## src/rtl/alu_op_sequencer.sv

```systemverilog
// alu_op_sequencer: command front-end for the 16-bit ALU.
// Accepts one operation on a valid/ready command port, pulses the enable of
// the selected sub-unit for one cycle, waits for that unit's flag (with a
// timeout), then holds the captured result on a valid/ready result port.
// Optional build macro: ALU_SEQ_PERF_CNT_EN adds OP_COUNT / ERR_COUNT outputs.
module alu_op_sequencer #(
  parameter int DATA_WIDTH = 16,
  parameter int OUT_WIDTH  = 16,
  parameter int TIMEOUT    = 8,
  parameter int TO_CNT_W   = 4
) (
  input  logic                  CLK,
  input  logic                  RST,
  input  logic                  CMD_VALID,
  output logic                  CMD_READY,
  input  logic [DATA_WIDTH-1:0] CMD_A,
  input  logic [DATA_WIDTH-1:0] CMD_B,
  input  logic [3:0]            CMD_FUN,
  output logic [DATA_WIDTH-1:0] A,
  output logic [DATA_WIDTH-1:0] B,
  output logic [1:0]            ALU_FUN,
  output logic                  Arith_Enable,
  output logic                  Logic_Enable,
  output logic                  CMP_Enable,
  output logic                  SHIFT_Enable,
  input  logic [OUT_WIDTH-1:0]  Arith_OUT,
  input  logic [OUT_WIDTH-1:0]  Logic_OUT,
  input  logic [OUT_WIDTH-1:0]  CMP_OUT,
  input  logic [OUT_WIDTH-1:0]  SHIFT_OUT,
  input  logic                  Arith_Flag,
  input  logic                  Logic_Flag,
  input  logic                  CMP_Flag,
  input  logic                  SHIFT_Flag,
  output logic                  RES_VALID,
  input  logic                  RES_READY,
  output logic [OUT_WIDTH-1:0]  RES_DATA,
  output logic                  RES_ERR
`ifdef ALU_SEQ_PERF_CNT_EN
  ,
  output logic [15:0]           OP_COUNT,
  output logic [7:0]            ERR_COUNT
`endif
);

  typedef enum logic [1:0] {
    IDLE  = 2'd0,
    ISSUE = 2'd1,
    WAIT  = 2'd2,
    HOLD  = 2'd3
  } state_t;

  // Counter value on the last WAIT cycle before declaring a timeout.
  localparam logic [TO_CNT_W-1:0] TO_LAST = TO_CNT_W'(TIMEOUT - 1);

  state_t                 state_r;
  logic [1:0]             sel_r;
  logic [TO_CNT_W-1:0]    to_cnt_r;
  logic                   sel_flag_s;
  logic [OUT_WIDTH-1:0]   sel_out_s;

  // Only the accepting state can take a new command.
  assign CMD_READY = (state_r == IDLE);

  // Route the flag and result of the selected unit; all others are ignored.
  always_comb begin
    sel_flag_s = 1'b0;
    sel_out_s  = {OUT_WIDTH{1'b0}};
    case (sel_r)
      2'b00: begin
        sel_flag_s = Arith_Flag;
        sel_out_s  = Arith_OUT;
      end
      2'b01: begin
        sel_flag_s = Logic_Flag;
        sel_out_s  = Logic_OUT;
      end
      2'b10: begin
        sel_flag_s = CMP_Flag;
        sel_out_s  = CMP_OUT;
      end
      2'b11: begin
        sel_flag_s = SHIFT_Flag;
        sel_out_s  = SHIFT_OUT;
      end
      default: begin
        sel_flag_s = 1'b0;
        sel_out_s  = {OUT_WIDTH{1'b0}};
      end
    endcase
  end

  // Sequencer FSM with all registered outputs; reset abandons any operation.
  always_ff @(posedge CLK or negedge RST) begin
    if (!RST) begin
      state_r      <= IDLE;
      sel_r        <= 2'b00;
      to_cnt_r     <= {TO_CNT_W{1'b0}};
      A            <= {DATA_WIDTH{1'b0}};
      B            <= {DATA_WIDTH{1'b0}};
      ALU_FUN      <= 2'b00;
      Arith_Enable <= 1'b0;
      Logic_Enable <= 1'b0;
      CMP_Enable   <= 1'b0;
      SHIFT_Enable <= 1'b0;
      RES_VALID    <= 1'b0;
      RES_DATA     <= {OUT_WIDTH{1'b0}};
      RES_ERR      <= 1'b0;
`ifdef ALU_SEQ_PERF_CNT_EN
      OP_COUNT     <= 16'd0;
      ERR_COUNT    <= 8'd0;
`endif
    end else begin
      case (state_r)
        IDLE: begin
          if (CMD_VALID) begin
            A            <= CMD_A;
            B            <= CMD_B;
            ALU_FUN      <= CMD_FUN[1:0];
            sel_r        <= CMD_FUN[3:2];
            RES_ERR      <= 1'b0;
            // Enable goes high on the accept edge so it spans the ISSUE cycle.
            Arith_Enable <= (CMD_FUN[3:2] == 2'b00);
            Logic_Enable <= (CMD_FUN[3:2] == 2'b01);
            CMP_Enable   <= (CMD_FUN[3:2] == 2'b10);
            SHIFT_Enable <= (CMD_FUN[3:2] == 2'b11);
            state_r      <= ISSUE;
          end
        end
        ISSUE: begin
          Arith_Enable <= 1'b0;
          Logic_Enable <= 1'b0;
          CMP_Enable   <= 1'b0;
          SHIFT_Enable <= 1'b0;
          to_cnt_r     <= {TO_CNT_W{1'b0}};
          state_r      <= WAIT;
        end
        WAIT: begin
          if (sel_flag_s) begin
            RES_DATA  <= sel_out_s;
            RES_ERR   <= 1'b0;
            RES_VALID <= 1'b1;
            state_r   <= HOLD;
          end else if (to_cnt_r == TO_LAST) begin
            // TIMEOUT flagless WAIT cycles have now elapsed.
            to_cnt_r  <= to_cnt_r + {{(TO_CNT_W-1){1'b0}}, 1'b1};
            RES_DATA  <= {OUT_WIDTH{1'b0}};
            RES_ERR   <= 1'b1;
            RES_VALID <= 1'b1;
            state_r   <= HOLD;
          end else begin
            to_cnt_r  <= to_cnt_r + {{(TO_CNT_W-1){1'b0}}, 1'b1};
          end
        end
        HOLD: begin
          if (RES_READY) begin
            RES_VALID <= 1'b0;
            state_r   <= IDLE;
`ifdef ALU_SEQ_PERF_CNT_EN
            if (RES_ERR) begin
              ERR_COUNT <= ERR_COUNT + 8'd1;
            end else begin
              OP_COUNT  <= OP_COUNT + 16'd1;
            end
`endif
          end
        end
        default: begin
          Arith_Enable <= 1'b0;
          Logic_Enable <= 1'b0;
          CMP_Enable   <= 1'b0;
          SHIFT_Enable <= 1'b0;
          RES_VALID    <= 1'b0;
          state_r      <= IDLE;
        end
      endcase
    end
  end

endmodule

```

## config.mk

```make
export PLATFORM = sky130hd
export DESIGN_NAME = alu_op_sequencer
export DESIGN_NICKNAME = d
export VERILOG_FILES = /design/src/rtl/alu_op_sequencer.sv
export SDC_FILE = /design/constraint.sdc
export NUM_CORES = 1
export LEC_CHECK = 0
export ABC_AREA = 1
export ABC_CLOCK_PERIOD_IN_PS = 3650
export CAP_MARGIN = 0
export CORE_MARGIN = 2
export CORE_UTILIZATION = 42
export CTS_CLUSTER_SIZE = 8
export DETAILED_ROUTE_END_ITERATION = 8
export GPL_TIMING_DRIVEN = 0
export HOLD_SLACK_MARGIN = 0.02
export PLACE_DENSITY = 0.86
export SLEW_MARGIN = 15
export SYNTH_ARGS = -nofsm -noshare
export SYNTH_HDL_FRONTEND = slang
export SYNTH_SLANG_ARGS = --single-unit
```

## constraint.sdc

```tcl
create_clock -name CLK -period 3.65 [get_ports CLK]
set_clock_uncertainty 0.1 [all_clocks]
set_input_delay 0.365 -clock CLK [delete_from_list [all_inputs] [get_ports CLK]]
set_output_delay 0.365 -clock CLK [all_outputs]
set_load 0.02 [all_outputs]
```

==> summary.md, run 1 <==
| Metric | Value |
|---|---|
| Ant diodes | 0 |
| Pleak | 2.28 nW |
| Syn_area_per_cell | 9.07 sq um |
| Final total power | 4.13 mW |
| Post-CTS sizing | 0 |
| Multiplexer share of the synthesized area | 12.4% |
| Nets | 631 |
| CP Capture Type | output pin |
| Max_cap viols | 0 |
| Setup violations, final | 0 |
| Cells on worst reg2reg path | 6 |
| CP peak stage delay | 0.65 ns |
| Syn_nets | 454 |
| Number of synthesized flops with an enable pin | 0 |
| Clock Path Buffers | 2 |
| CTS Buf Count | 9 |
| Slew Limit Fails | 0 |
| Clock latency on the worst-skew pair | 0.33 ns |
| Largest family of logic cells by synthesized area | simple AND/OR/NAND/NOR gates |
| Final min period | 2.19 ns |
| Switch share | 40.3% |
| CP Cell Sequence | inv_1, ha_1, clkdlybuf4s50_1 |
| Flop pwr share | 30.4% |
| Top cell type by total area after synthesis | dfrtp_1 |
| Top FF cell, synth | dfrtp_1 |
| Pwr dens | 812 nW/um^2 |
| Endpoints failing hold | 0 |
| Cell-internal power | 2.46 mW |
| Xor and xnor fraction of the mapped netlist area | 0.567% |
| DP Cell Count | 605 |
| Combinational share of power | 55.6% |
| Synth Area in Compound Gates | 7.12% |
| Slowest-stage cell, CP | clkdlybuf4s50_1 |
| Final Core Density | 70.8% |
| Ranking of synthesized cells by area | dfrtp_1 (52%), mux2_2 (12%), nand2_1 (10%), inv_1 (4.2%), nand3_1 (4.2%) |
| Routability Congestion | 0.864 |
| Post-DRT Antenna Nets | 0 |
| Rows | 31 |
| Number of antenna violations at the first check in global routing | 0 |
| Non-Filler Instances | 622 |
| Setup Crit Path Kind | flop to output pin |
| Post-Synthesis Cell Area | 3090 sq um |
| Die X | 89.8 um |
| Setup TNS | 0 ns |
| GR Overflow Total | 0 |
| Simple-Gate Fraction of Synth Area | 19.4% |
| Max Clock Freq | 456 MHz |
| Core Area | 7180 sq um |
| Remaining DRCs | 0 |
| Layout area overhead | 64.3% |
| Vias per std cell | 4.76 |
| Clock network power share | 14.0% |
| NetSw | 1.66 mW |
| First-pass DRT Iterations | 4 |
| CTS Sinks | 64 |
| Reg2reg end | A[3] |
| Crit-path leading delay family | buffers and inverters |
| Synth unique cells | 20 |
| Largest net degree at the start of global routing | 63 |
| Worst R2R Start | state_r[0] |
| Synth top cells by count | nand2_1 (85), dfrtp_1 (64), inv_1 (35), mux2_2 (34), nand3_1 (26) |
| Die area | 8060 sq um |
| Syn Inst Count | 341 |
| Filler Cells Inserted | 535 |
| I/O pin total | 165 |
| CP startpoint kind | flop |
| Count leader, synth | nand2_1 |
| First-pass GRT wire length | 13.9 mm |
| CP bufs+invs | 2 |
| Status | complete, no violations |
| CTS tree | done |
| Detailed Route WL | 8.45 mm |
| Crit path DAT | 1.73 ns |
| Max-slew headroom at the worst pin | 63.5% |
| Post-DP HPWL | 6.65 mm |
| R2R Setup Slk | 1.69 ns |
| Worst-Margin Slew | 0.547 ns |
| Vias | 2963 |
| Async set-reset flop share out of synthesis | 100% |
| H-tree Lvls | 3 |
| Vias in the first global route | 3021 |
| RSZ-0062 raised after global routing | no |
| Hold WC Path Type | input pin to async pin |
| PortBufs | 164 |
| Root Buffer | clkbuf_8 |
| Worst vdd ir | 0.000580 V |
| DRT iter0 DRCs | 66 |
| Total track usage | 21.0% |
| Share of cells above drive strength 1 | 13.4% |
| Maximum fanout along the worst path | 5 |
| Req. time, crit path | 3.18 ns |
| Wirelength per Cell | 13.6 um |
| Post-Synth Adder-Cell Area | 2.02% |
| Register area share after synthesis | 51.8% |
| Crit share post-route | 60.0% |
| Area share of the largest cell type after synthesis | 51.8% |
| Die Ht | 89.8 um |
| Initial Utilization | 43.1% |
| Yosys warns | 0 |
| Clk pin slew, worst setup/hold paths | 0.07 ns |
| #FFs+latches synth | 64 |
[power groups by stage]
| stage | Combinational, mW | Sequential, mW | Clock (mW) |
|---|---|---|---|
| 6_report | 2.29 | 1.26 | 0.578 |
| 5_1_grt | 2.47 | 1.29 | 0.621 |
| 4_1_cts | 2.32 | 1.26 | 0.594 |
| 3_5_place_dp | 2.30 | 1.27 | 0 |
| 3_3_place_gp | 2.24 | 1.24 | 0 |
| 2_1_floorplan | 0.902 | 1.63 | 0 |
[metrics by stage]
stage | cell area (sq um) | hold WS, ns | setup slack [ns]
after floorplan | 3090 | -0.0306 | 1.83
after global placement | 4860 | 0.362 | 0.0959
after detailed placement | 4880 | 0.0699 | 1.62
after CTS | 5080 | 0.268 | 1.42
after global routing | 5080 | 0.283 | 1.37
final | 5080 | 0.290 | 1.46
[sequential cells by signal (all words and copies together), names as in the netlist, 2 cells and up]
| signal | count |
|---|---|
| RES_DATA | 16 |
| sel_r | 2 |
| A | 16 |
| ALU_FUN | 2 |
| state_r | 2 |
| to_cnt_r | 4 |
| B | 16 |
[worst max-delay path by stage]
stage / startpoint / to / slack (ns) / cells past startpoint
floorplan: state_r[0] / A[0] / 1.83 / 6
global placement: RST / B[10] / 0.1 / 1
detailed placement: CMD_VALID / A[3] / 1.62 / 5
CTS: state_r[0] / CMD_READY / 1.42 / 3
global route: state_r[1] / CMD_READY / 1.37 / 3
finish: state_r[1] / CMD_READY / 1.46 / 3
[worst reg2reg max path, delay by kind of cell, from the launching register on]
| family | cells | cell delay, ns |
|---|---|---|
| buffers and inverters | 3 | 0.61 |
| DFF | 1 | 0.40 |
| muxes | 1 | 0.37 |
| adders and majority gates | 1 | 0.26 |
| and+or+nand+nor | 1 | 0.11 |
[routing by layer]
layer | vias up | wire length, um | track usage, % | share of wire (%)
li1 | 1454 | - | - | -
met1 | 1365 | 3420 | 24.7 | 40
met2 | 136 | 4080 | 35.8 | 48
met3 | 8 | 841 | 7.21 | 10
met4 | 0 | 114 | 7.56 | 1.3
met5 | - | 0 | 0 | 0
[cell families after synthesis]
group | after synthesis
compound gates | 44
flops | 64
fa+ha+maj | 5
simple gates | 142
mux | 34
buf+inv | 50
xor+xnor | 2
[timing repair]
action,in CTS,in global routing
setup buffers,0,0
hold buffers,1,0
hold endpoints to repair,64,0
[cell type report]
type                    count  area [sq um]  share of cell area (%)
inverters                  38           143                    2.81
plain buffers              12          63.8                    1.26
flip-flops and latches     64          1600                    31.5
repair buffers            166          1680                    33.0
clock buffers              10           128                    2.51
clock inverters             6          60.1                    1.18
multi-input cells         227          1280                    25.3
well taps                  99           124                    2.44
[cell usage in the layout (no fill, tap or decap)]
cell	instances
clkdlybuf4s50_1	163
nand2_1	85
dfrtp_1	64
inv_1	35
mux2_2	34
nand3_1	26
o21ai_1	24
o21ai_0	19
nor2_1	17
clkbuf_8	9
buf_2	6
nand4_1	6
ha_1	5
nand2_2	4
clkbuf_1	4
buf_4	4
inv_2	3
clkinv_2	3
xor2_1	2
nor2_2	2
clkinvlp_4	2
or2_1	1
a21oi_1	1
or2_2	1
bufinv_16	1
dlygate4sd3_1	1
buf_16	1
No activity file was read; power rests on OpenSTA's default activity.
==> run 2, diff against run 1 <==
--- a/config.mk
+++ b/config.mk
@@ -6,15 +6,15 @@
 export NUM_CORES = 1
 export LEC_CHECK = 0
 export ABC_AREA = 1
-export ABC_CLOCK_PERIOD_IN_PS = 3650
+export ABC_CLOCK_PERIOD_IN_PS = 1800
 export CAP_MARGIN = 0
 export CORE_MARGIN = 2
-export CORE_UTILIZATION = 42
+export CORE_UTILIZATION = 36
 export CTS_CLUSTER_SIZE = 8
 export DETAILED_ROUTE_END_ITERATION = 8
 export GPL_TIMING_DRIVEN = 0
 export HOLD_SLACK_MARGIN = 0.02
-export PLACE_DENSITY = 0.86
+export PLACE_DENSITY = 0.79
 export SLEW_MARGIN = 15
 export SYNTH_ARGS = -nofsm -noshare
 export SYNTH_HDL_FRONTEND = slang
==> constraint.sdc (replaced) <==
create_clock -name CLK -period 1.8 [get_ports CLK]
set_clock_uncertainty 0.1 [all_clocks]
set_input_delay 0.18 -clock CLK [delete_from_list [all_inputs] [get_ports CLK]]
set_output_delay 0.18 -clock CLK [all_outputs]
set_load 0.02 [all_outputs]
==> run 2 against run 1 <==
Combinational power increased by 100%; final area up 1.7%; cell count up 1.1%; non-clock buffer count increased by 1; die area is 16% higher; count of clock-buffer cells in the layout rose by 1; clock power grew 140%; critical path depth rose by 5; global-route usage fell by 2.7 points; sequential cell count unchanged.
==> summary.md, run 2 (same netlist as run 1, synthesis figures left out) <==
| Metric | Value |
|---|---|
| Status | complete, no violations |
| Max Clock Freq | 588 MHz |
| Pleak | 2.33 nW (+2.2%) |
| Most frequent cells in the layout | clkdlybuf4s50_1 (162), nand2_1 (84), dfrtp_1 (62) |
| First-pass GRT wire length | 14.0 mm (+0.85%) |
| DP Cell Count | 611 (+0.99%) |
| Die X | 96.7 um (+7.7%) |
| Ant diodes | 0 (unchanged) |
| Req. time, crit path | 1.92 ns (-1.26 ns) |
| Hold WC Path Type | input pin to async pin |
| Most common cell after layout, fill and taps aside | clkdlybuf4s50_1 |
| Endpoints failing hold | 0 (unchanged) |
| Setup TNS | 0 ns (unchanged) |
| Pwr dens | 1670 nW/um^2 (+110%) |
| Final Core Density | 62.5% (-8.3 points) |
| Detailed Route WL | 8.48 mm (+0.28%) |
| Wirelength per Cell | 13.5 um (-0.83%) |
| GR Overflow Total | 0 (unchanged) |
| Vias | 2903 (-2.0%) |
| Worst-Margin Slew | 0.401 ns (-0.146 ns) |
| Largest registers | A: 16 flops, B: 16 flops, RES_DATA: 16 flops |
| Vias in the first global route | 2995 (-0.86%) |
| Vias per std cell | 4.62 (-3.1%) |
| Rows | 33 (+6.5%) |
| PortBufs | 164 (unchanged) |
| Max-slew headroom at the worst pin | 73.3% (+9.7 points) |
| H-tree Lvls | 3 (unchanged) |
| Share of cells above drive strength 1 | 15.1% (+1.7 points) |
| Worst vdd ir | 0.00103 V (+77%) |
| Setup violations, final | 0 (unchanged) |
| Slew Limit Fails | 0 (unchanged) |
| Number of antenna violations at the first check in global routing | 0 (unchanged) |
| I/O pin total | 165 (unchanged) |
| Post-DP HPWL | 6.65 mm (about the same) |
| Root Buffer | clkbuf_8 |
| DRT iter0 DRCs | 124 (+88%) |
| Crit path DAT | 1.82 ns (+0.09 ns) |
| First-pass DRT Iterations | 4 (unchanged) |
| Post-DRT Antenna Nets | 0 (unchanged) |
| Total track usage | 18.3% (-2.7 points) |
| Max_cap viols | 0 (unchanged) |
| Core Area | 8260 sq um (+15%) |
| CTS Sinks | 64 (unchanged) |
| Nets | 632 (+0.16%) |
| Non-Filler Instances | 629 (+1.1%) |
| Layout area overhead | 67.0% |
| Final total power | 8.62 mW (+110%) |
| Die Ht | 96.7 um (+7.7%) |
| Clock Path Buffers | 2 (unchanged) |
| Maximum fanout along the worst path | 10 (+5) |
| Setup Crit Path Kind | flop to flop |
| Routability Congestion | 0.782 (-9.6%) |
| Clock latency on the worst-skew pair | 0.34 ns (about the same) |
| CTS Buf Count | 9 (unchanged) |
| Final min period | 1.70 ns |
| Clk pin slew, worst setup/hold paths | 0.07 ns (about the same) |
| CTS tree | done |
| Crit share post-route | 94.5% |
| Filler Cells Inserted | 691 (+29%) |
| Largest net degree at the start of global routing | 36 (-43%) |
| Remaining DRCs | 0 (unchanged) |
| RSZ-0062 raised after global routing | yes |
| Die area | 9350 sq um (+16%) |
| CP startpoint kind | flop |
| CP Capture Type | flop |
| Initial Utilization | 37.4% (-5.6 points) |
==> run 2: changes by cell type in the layout (fill, tap and decap cells not counted), sizes merged <==
cell | previous run | this run
clkbuf | 13 | 14
clkdlybuf4s50 | 163 | 162
bufinv | 1 | 2
buf | 11 | 13
clkinvlp | 2 | 0
==> run 2: worst max-delay path, cell delays in order, from the launching register on <==
cell and delay, ns:
dfrtp_2 0.45, inv_2 0.10, nand2_2 0.11, or2_1 0.23, nand2_2 0.13, inv_2 0.08, buf_2 0.17, o21ai_0 0.13
o21ai_1 0.09
==> run 2: area by class of cell <==
type,count,area [sq um],area share (%)
Timing Repair Buffer,167,1670,32.4
Tap cell,105,131,2.54
Sequential cell,64,1600,31.1
Clock buffer,11,151,2.93
Inverter,38,143,2.76
Multi-Input combinational cell,227,1290,25.1
Buffer,12,88.8,1.72
Clock inverter,5,78.8,1.53
==> run 2: repair_timing <==
| action | CTS | global route |
|---|---|---|
| gates resized for setup | 5 | 13 |
| hold buffers | 1 | 0 |
| pin swaps | 0 | 0 |
| endpoints found under the setup margin | 27 | 47 |
| gates cloned | 0 | 0 |
| hold endpoints to repair | 40 | 0 |
| setup buffers | 0 | 1 |
==> run 2: metal layers <==
| metal | global-route usage, % | share of wire [%] |
|---|---|---|
| met4 | 3.36 | 1.2 |
| met1 | 20.0 | 38 |
| met2 | 34.1 | 55 |
| met3 | 6.50 | 6.2 |
| met5 | 0 | 0 |
==> run 2: worst paths after layout <==
path                       slack, ns     endpoint  cells past startpoint      start
min reg2reg                     0.39      RES_ERR                      2    RES_ERR
max reg2reg                      0.1  RES_DATA[7]                      8   sel_r[0]
max in group asynchronous       0.83     sel_r[1]                      3        RST
max                              0.1  RES_DATA[7]                      8   sel_r[0]
min                             0.25         B[7]                      2        RST
min in group CLK                0.35        A[11]                      2  CMD_A[11]
==> run 2: through the flow <==
step / hold slack (ns) / instance area, sq um / worst slack, ns
floorplan: -0.216 / 3090 / 0.0226
global placement: 0.360 / 4870 / -1.57
detailed placement: 0.0408 / 4880 / -0.127
CTS: 0.211 / 5130 / 0.0280
global route: 0.259 / 5160 / -0.0165
finish: 0.252 / 5160 / 0.0986
==> run 2: power breakdown <==
group | internal (mW) | switching, mW
logic | 2.26 | 2.42
registers | 2.15 | 0.405
clock network | 0.852 | 0.537
total | 5.26 | 3.36
==> run 3, diff against run 2 <==
--- a/config.mk
+++ b/config.mk
@@ -6,7 +6,6 @@
 export NUM_CORES = 1
 export LEC_CHECK = 0
 export ABC_AREA = 1
-export ABC_CLOCK_PERIOD_IN_PS = 1800
 export CAP_MARGIN = 0
 export CORE_MARGIN = 2
 export CORE_UTILIZATION = 36
@@ -15,6 +14,7 @@
 export GPL_TIMING_DRIVEN = 0
 export HOLD_SLACK_MARGIN = 0.02
 export PLACE_DENSITY = 0.79
+export RECOVER_POWER = 50
 export SLEW_MARGIN = 15
 export SYNTH_ARGS = -nofsm -noshare
 export SYNTH_HDL_FRONTEND = slang
==> run 3 against run 2 <==
Count of clock-buffer cells in the layout unchanged; die area unchanged; global-route usage unchanged; setup slack better by 0.0031 ns; sequential cell count unchanged; utilization about the same; register-to-register slack about the same; largest cell class unchanged.
==> summary.md, run 3 (same netlist as run 1, synthesis figures left out) <==
| Metric | Value |
|---|---|
| Hold depth | 2 |
| Most frequent cells in the layout | clkdlybuf4s50_1 (142), nand2_1 (84), dfrtp_1 (62) |
| Initial Utilization | 37.4% (unchanged) |
| Vias | 2911 (+0.28%) |
| Worst vdd ir | 0.00102 V (-1.3%) |
| Root Buffer | clkbuf_8 |
| Largest net degree at the start of global routing | 36 (unchanged) |
| CP Capture Type | flop |
| Layout area overhead | 66.9% (about the same) |
| Clock latency on the worst-skew pair | 0.34 ns (about the same) |
| Worst-Margin Slew | 0.770 ns (+0.369 ns) |
| Post-DRT Antenna Nets | 0 (unchanged) |
| CP startpoint kind | flop |
| Hold WC Path Type | input pin to flop |
| Total track usage | 18.3% (unchanged) |
| CTS Buf Count | 9 (unchanged) |
| Final Core Density | 62.5% (about the same) |
| Pleak | 2.34 nW (+0.50%) |
| Pwr dens | 1650 nW/um^2 (-1.1%) |
| PortBufs | 164 (unchanged) |
| Endpoints failing hold | 0 (unchanged) |
| Post-DP HPWL | 6.65 mm (unchanged) |
| Nets | 632 (unchanged) |
| Die Ht | 96.7 um (unchanged) |
| CTS tree | done |
| Die X | 96.7 um (unchanged) |
| Detailed Route WL | 8.45 mm (-0.29%) |
| Die area | 9350 sq um (unchanged) |
| Req. time, crit path | 1.92 ns (about the same) |
| Core Area | 8260 sq um (unchanged) |
| Setup TNS | 0 ns (unchanged) |
| Setup Crit Path Kind | flop to flop |
| Routability Congestion | 0.782 (unchanged) |
| DP Cell Count | 611 (unchanged) |
| DRT iter0 DRCs | 135 (+8.9%) |
| Ant diodes | 0 (unchanged) |
| Max Clock Freq | 589 MHz (+0.18%) |
| Non-Filler Instances | 629 (unchanged) |
| Share of cells above drive strength 1 | 15.1% (unchanged) |
| Max_cap viols | 0 (unchanged) |
| Hold WS | 0.347 ns (+0.0953 ns) |
| Max-slew headroom at the worst pin | 48.7% (-25 points) |
| RSZ-0062 raised after global routing | yes |
| First-pass DRT Iterations | 4 (unchanged) |
| Status | complete, no violations |
| GR Overflow Total | 0 (unchanged) |
| First-pass GRT wire length | 14.0 mm (unchanged) |
| H-tree Lvls | 3 (unchanged) |
| Clock Path Buffers | 2 (unchanged) |
| Most common cell after layout, fill and taps aside | clkdlybuf4s50_1 |
| Rows | 33 (unchanged) |
| Vias in the first global route | 2995 (unchanged) |
| Setup violations, final | 0 (unchanged) |
| Largest registers | A: 16 flops, B: 16 flops, RES_DATA: 16 flops |
| CTS Sinks | 64 (unchanged) |
| Crit share post-route | 94.4% (-0.17 points) |
| Number of antenna violations at the first check in global routing | 0 (unchanged) |
| Vias per std cell | 4.63 (+0.28%) |
| Maximum fanout along the worst path | 10 (unchanged) |
| I/O pin total | 165 (unchanged) |
| Slew Limit Fails | 0 (unchanged) |
| Setup WS post-layout | 0.102 ns (+0.00310 ns) |
| Final min period | 1.70 ns (-0.00310 ns) |
| Dpl ws | -0.127 ns (unchanged) |
| Crit path DAT | 1.82 ns (about the same) |
| Cells on worst reg2reg path | 8 (unchanged) |
| Clk pin slew, worst setup/hold paths | 0.07 ns (about the same) |
| Wirelength per Cell | 13.4 um (-0.29%) |
| Remaining DRCs | 0 (unchanged) |
run 3: power by group:
part	total (mW)	internal, mW	leakage, nW	switching, mW
sequential	2.54	2.15	0.788	0.393
clock	1.39	0.852	0.119	0.537
combinational	4.59	2.17	1.44	2.42
run 3: final cells by class:
type | instances | area [sq um]
clock inverter | 5 | 78.8
clock buffer | 11 | 151
tap | 105 | 131
sequential | 64 | 1600
timing repair buffer | 167 | 1670
inverter | 38 | 143
buffer | 12 | 88.8
multi-input combinational | 227 | 1290
fill | 692 | 3100
run 3: through the flow:
stage | instance area (sq um) | power, mW
finish | 5160 | 8.52
global route | 5160 | 9.14
CTS | 5130 | 8.64
detailed placement | 4880 | 7.20
global placement | 4870 | 7.07
floorplan | 3090 | 5.14
run 3: what timing repair did:
action | CTS | global route
hold buffers | 1 | 0
setup buffers | 0 | 1
setup endpoints to repair | 27 | 47
hold endpoints to repair | 40 | 0
gates resized for setup | 5 | 13
run 3: worst max-delay path: stages (launching register included):
cell and delay, ns:
dfrtp_2 0.45, inv_2 0.10, nand2_2 0.11, or2_1 0.23, nand2_2 0.13, inv_2 0.08
buf_2 0.17, o21ai_0 0.12, o21ai_1 0.09
run 3: path summary, 6_finish.rpt:
kind | startpoint | slack, ns | to
worst max-delay path | sel_r[0] | 0.10 | RES_DATA[7]
worst min-delay path | CMD_A[11] | 0.35 | A[11]
worst max register to register | sel_r[0] | 0.10 | RES_DATA[7]
worst min register to register | RES_ERR | 0.39 | RES_ERR
max in group asynchronous | RST | 0.56 | sel_r[1]
min in group asynchronous | RST | 0.39 | B[9]
run 3: layer usage:
layer / global-route usage, % / vias to the layer above / share of wire (%) / wire (um)
li1: - / 1464 / - / -
met1: 20.0 / 1347 / 37 / 3170
met2: 34.1 / 88 / 55 / 4650
met3: 6.50 / 12 / 6.3 / 529
met4: 3.36 / 0 / 1.2 / 102
met5: 0 / - / 0 / 0
==> patch 1, RTL diff (config.mk and constraints of run 2) <==
Add a define of `ALU_SEQ_PERF_CNT_EN`.
--- a/src/rtl/alu_op_sequencer.sv
+++ b/src/rtl/alu_op_sequencer.sv
@@ -3,6 +3,8 @@
 // the selected sub-unit for one cycle, waits for that unit's flag (with a
 // timeout), then holds the captured result on a valid/ready result port.
 // Optional build macro: ALU_SEQ_PERF_CNT_EN adds OP_COUNT / ERR_COUNT outputs.
+`define ALU_SEQ_PERF_CNT_EN
+
 module alu_op_sequencer #(
   parameter int DATA_WIDTH = 16,
   parameter int OUT_WIDTH  = 16,
Behaviour (old outputs only; new: ERR_COUNT and OP_COUNT): unchanged (Yosys induction, for registers that start in step).
==> patch 1 against run 2 <==
Maximum frequency decreased by 1.8%. Count of clock-buffer cells in the layout unchanged. Critical path type unchanged. Highest routed layer unchanged. Worst setup slack got worse by 0.031 ns. Cell count increased by 29%. Cell area grew 30%. Sequential cell count up 24. Sequential power grew 25%. Power grew 13%. Largest cell class is now registers. First-iteration DRC count increased by 38%. Synthesized area is 36% higher. Routed wire length grew 40%.
==> patch 1: results <==
metrics = {
    "outcome": {
        "status": "finished, final reports clean",
    },
    "detailed_routing": {
        "dr.first_iter.drc_count": 171,
        "met1_length_microns": 4730,
        "wirelength_microns": 11900,
        "wl_met2_microns": 6240,
        "firstDrtPassIters": 5,
        "wl_per_cell_microns": 14.6,
        "vias_per_cell": 4.81,
        "route.met3.wl_microns": 646,
    },
    "grt": {
        "grt.met1_usage_pct": 21.3,
        "grt_max_degree": 51,
        "grt_use_met3_pct": 5.13,
        "grt_use_total_pct": 18.9,
        "first_global_vias": 4142,
    },
    "logic_synthesis": {
        "synth_seq_area_share_pct": 52.2,
        "synth_cell_types": 24,
        "synth_commonest_cells": "nand2_1, dfrtp_1, inv_1",
        "ys_top_cells_by_area": "dfrtp_1, nand2_1, mux2_2",
    },
    "sta": {
        "worstMarginPinSlew_ns": 0.530,
    },
    "layout": {
        "nonClkBufAreaFrac_pct": 30.5,
        "fin_util_pct": 58.6,
        "regArea_sq_um": 2210,
        "drive_gt1_share_pct": 13.1,
        "buffers_excl_clock": 207,
        "clk_share_pct": 3.82,
        "multi_input_area_sq_um": 1820,
        "comb.multi_input.count": 309,
    },
    "floorplan": {
        "dieWidth_microns": 112,
    },
    "worst_setup_path": {
        "reg2reg_from": "state_r[1]$_DFFE_PN0P_",
        "slowest_delay_ns": 0.41,
        "path_max_fanout": 5,
        "worstPathArrival_ns": 1.85,
        "r2r_end": "OP_COUNT[15]$_DFFE_PN0P_",
        "rrSetupSlack_ns": 0.07,
    },
    "place": {
        "numPortBuffers": 188,
        "gp_congestion": 0.842,
        "place_ws_ns": -0.209,
    },
    "power": {
        "ir_worst_vdd_mv": 1.24,
        "p_leak_nw": 3.01,
    },
    "clocking": {
        "post-cts-setup-buffers": 1,
    },
}
-- patch 1: changes by cell type in the layout (fill, tap and decap cells not counted), moves of 8 or more --
cell / delta
clkbuf_16: +9
clkbuf_8: -11
clkdlybuf4s50_1: +23
dfrtp_1: +23
inv_1: +14
nand2_1: +25
nand3_1: +10
xnor2_1: +8
xor2_1: +10
-- patch 1: logic make-up after synthesis --
kind of cell	synth area share, %
AND/OR/NAND/NOR	20.5
adder cells (fa/ha/maj)	2.08
flip-flops	52.2
AO/OA/AOI/OAI	5.85
buffers and inverters	6.14
XOR/XNOR	4.16
multiplexers	9.08
-- patch 1: power breakdown --
part	internal [mW]	leakage [nW]	switching, mW
combinational	2.32	1.79	2.58
clock	0.921	0.125	0.743
sequential	2.70	1.09	0.477
-- patch 1: worst max-delay path: cells and delay by family, from the launching register on --
kind | cells | cell delay [ns]
flip-flops | 1 | 0.41
AND/OR/NAND/NOR | 7 | 0.91
adder cells (fa/ha/maj) | 1 | 0.18
==> patch 2, RTL diff (config.mk and constraints of run 2) <==
Without the edit above. The 4 states of `state_t` get a one-hot encoding in 4 bits.
--- a/src/rtl/alu_op_sequencer.sv
+++ b/src/rtl/alu_op_sequencer.sv
@@ -42,11 +42,11 @@
 `endif
 );
 
-  typedef enum logic [1:0] {
-    IDLE  = 2'd0,
-    ISSUE = 2'd1,
-    WAIT  = 2'd2,
-    HOLD  = 2'd3
+  typedef enum logic [3:0] {
+    IDLE  = 4'b0001,
+    ISSUE = 4'b0010,
+    WAIT  = 4'b0100,
+    HOLD  = 4'b1000
   } state_t;
 
   // Counter value on the last WAIT cycle before declaring a timeout.
Behaviour: no difference found for any inputs over 10 cycles, from zero or initial values and one cycle with RST low; not proved beyond that.
==> patch 2 against run 2 <==
Power down 6.1%. Sequential power down 3%. Worst setup slack better by 0.0088 ns. Routed wire length up 12%. Clock power down 12%. Cell area up 2.6%. Largest power group unchanged. Sequential cell count up 2. Synthesized area up 4.9%.
==> patch 2: results <==
metrics = {
    "power": {
        "ir_worst_vdd_mv": 0.925,
        "powerSeq_mw": 2.48,
        "pwr_density_cell_nw_per_um2": 1530,
        "p_leak_nw": 2.65,
        "p_switching_mw": 3.49,
    },
    "layout": {
        "drive_gt1_share_pct": 7.41,
        "regArea_sq_um": 1660,
        "clk_share_pct": 3.66,
        "comb.multi_input.count": 339,
        "clock_buffers": 9,
        "nFillCells": 797,
        "multi_input_area_share_pct": 27.0,
    },
    "logic_synthesis": {
        "synth_commonest_cells": "nand2_1, dfrtp_1, nor2_1",
        "synth-xor-area-share_pct": 0.540,
        "synthMuxAreaShare_pct": 0,
        "synth_cell_types": 22,
        "synth-adder-area-share_pct": 0.386,
        "synth_seq_area_share_pct": 50.9,
        "synthCells": 452,
        "synth_compound_area_share_pct": 1.08,
        "ys_top_cells_by_area": "dfrtp_1, nand2_1, nand3_1",
    },
    "detailed_routing": {
        "wl_per_cell_microns": 12.8,
        "route.met3.wl_microns": 1080,
        "wl_met2_microns": 4400,
        "vias": 3401,
        "dr.first_iter.drc_count": 113,
    },
    "clocking": {
        "cts-resized-gates": 4,
        "clkSinkCount": 66,
    },
    "floorplan": {
        "start_util_pct": 37.2,
    },
    "grt": {
        "first_global_vias": 3527,
        "grt_use_total_pct": 20.4,
        "grt_first_pass_wirelength_microns": 16100,
        "met2_usage_pct": 34.6,
        "grt_use_met3_pct": 7.73,
    },
    "sta": {
        "worstMarginPinSlew_ns": 0.431,
        "period_share_pct": 94.0,
    },
    "outcome": {
        "status": "finished, final reports clean",
    },
    "place": {
        "gp_congestion": 0.810,
    },
}
patch 2: cell types whose count changed after synthesis, moves of 8 or more:
| cell | change |
|---|---|
| nor2_1 | +43 |
| o21ai_0 | -16 |
| mux2_2 | -34 |
| inv_1 | -8 |
| o21ai_1 | -24 |
| nand2_1 | +125 |
| nand3_1 | +23 |
patch 2: path summary, 6_finish.rpt:
path,start,to
worst max register to register,sel_r[1]$_DFFE_PN0P_,RES_DATA[14]$_DFFE_PN0P_
max in group asynchronous,RST,state_r[0]$_DFFE_PN1P_
worst max-delay path,sel_r[1]$_DFFE_PN0P_,RES_DATA[14]$_DFFE_PN0P_
min in group CLK,CMD_A[9],A[9]$_DFFE_PN0P_
worst min register to register,B[6]$_DFFE_PN0P_,B[6]$_DFFE_PN0P_
worst min-delay path,RST,A[0]$_DFFE_PN0P_
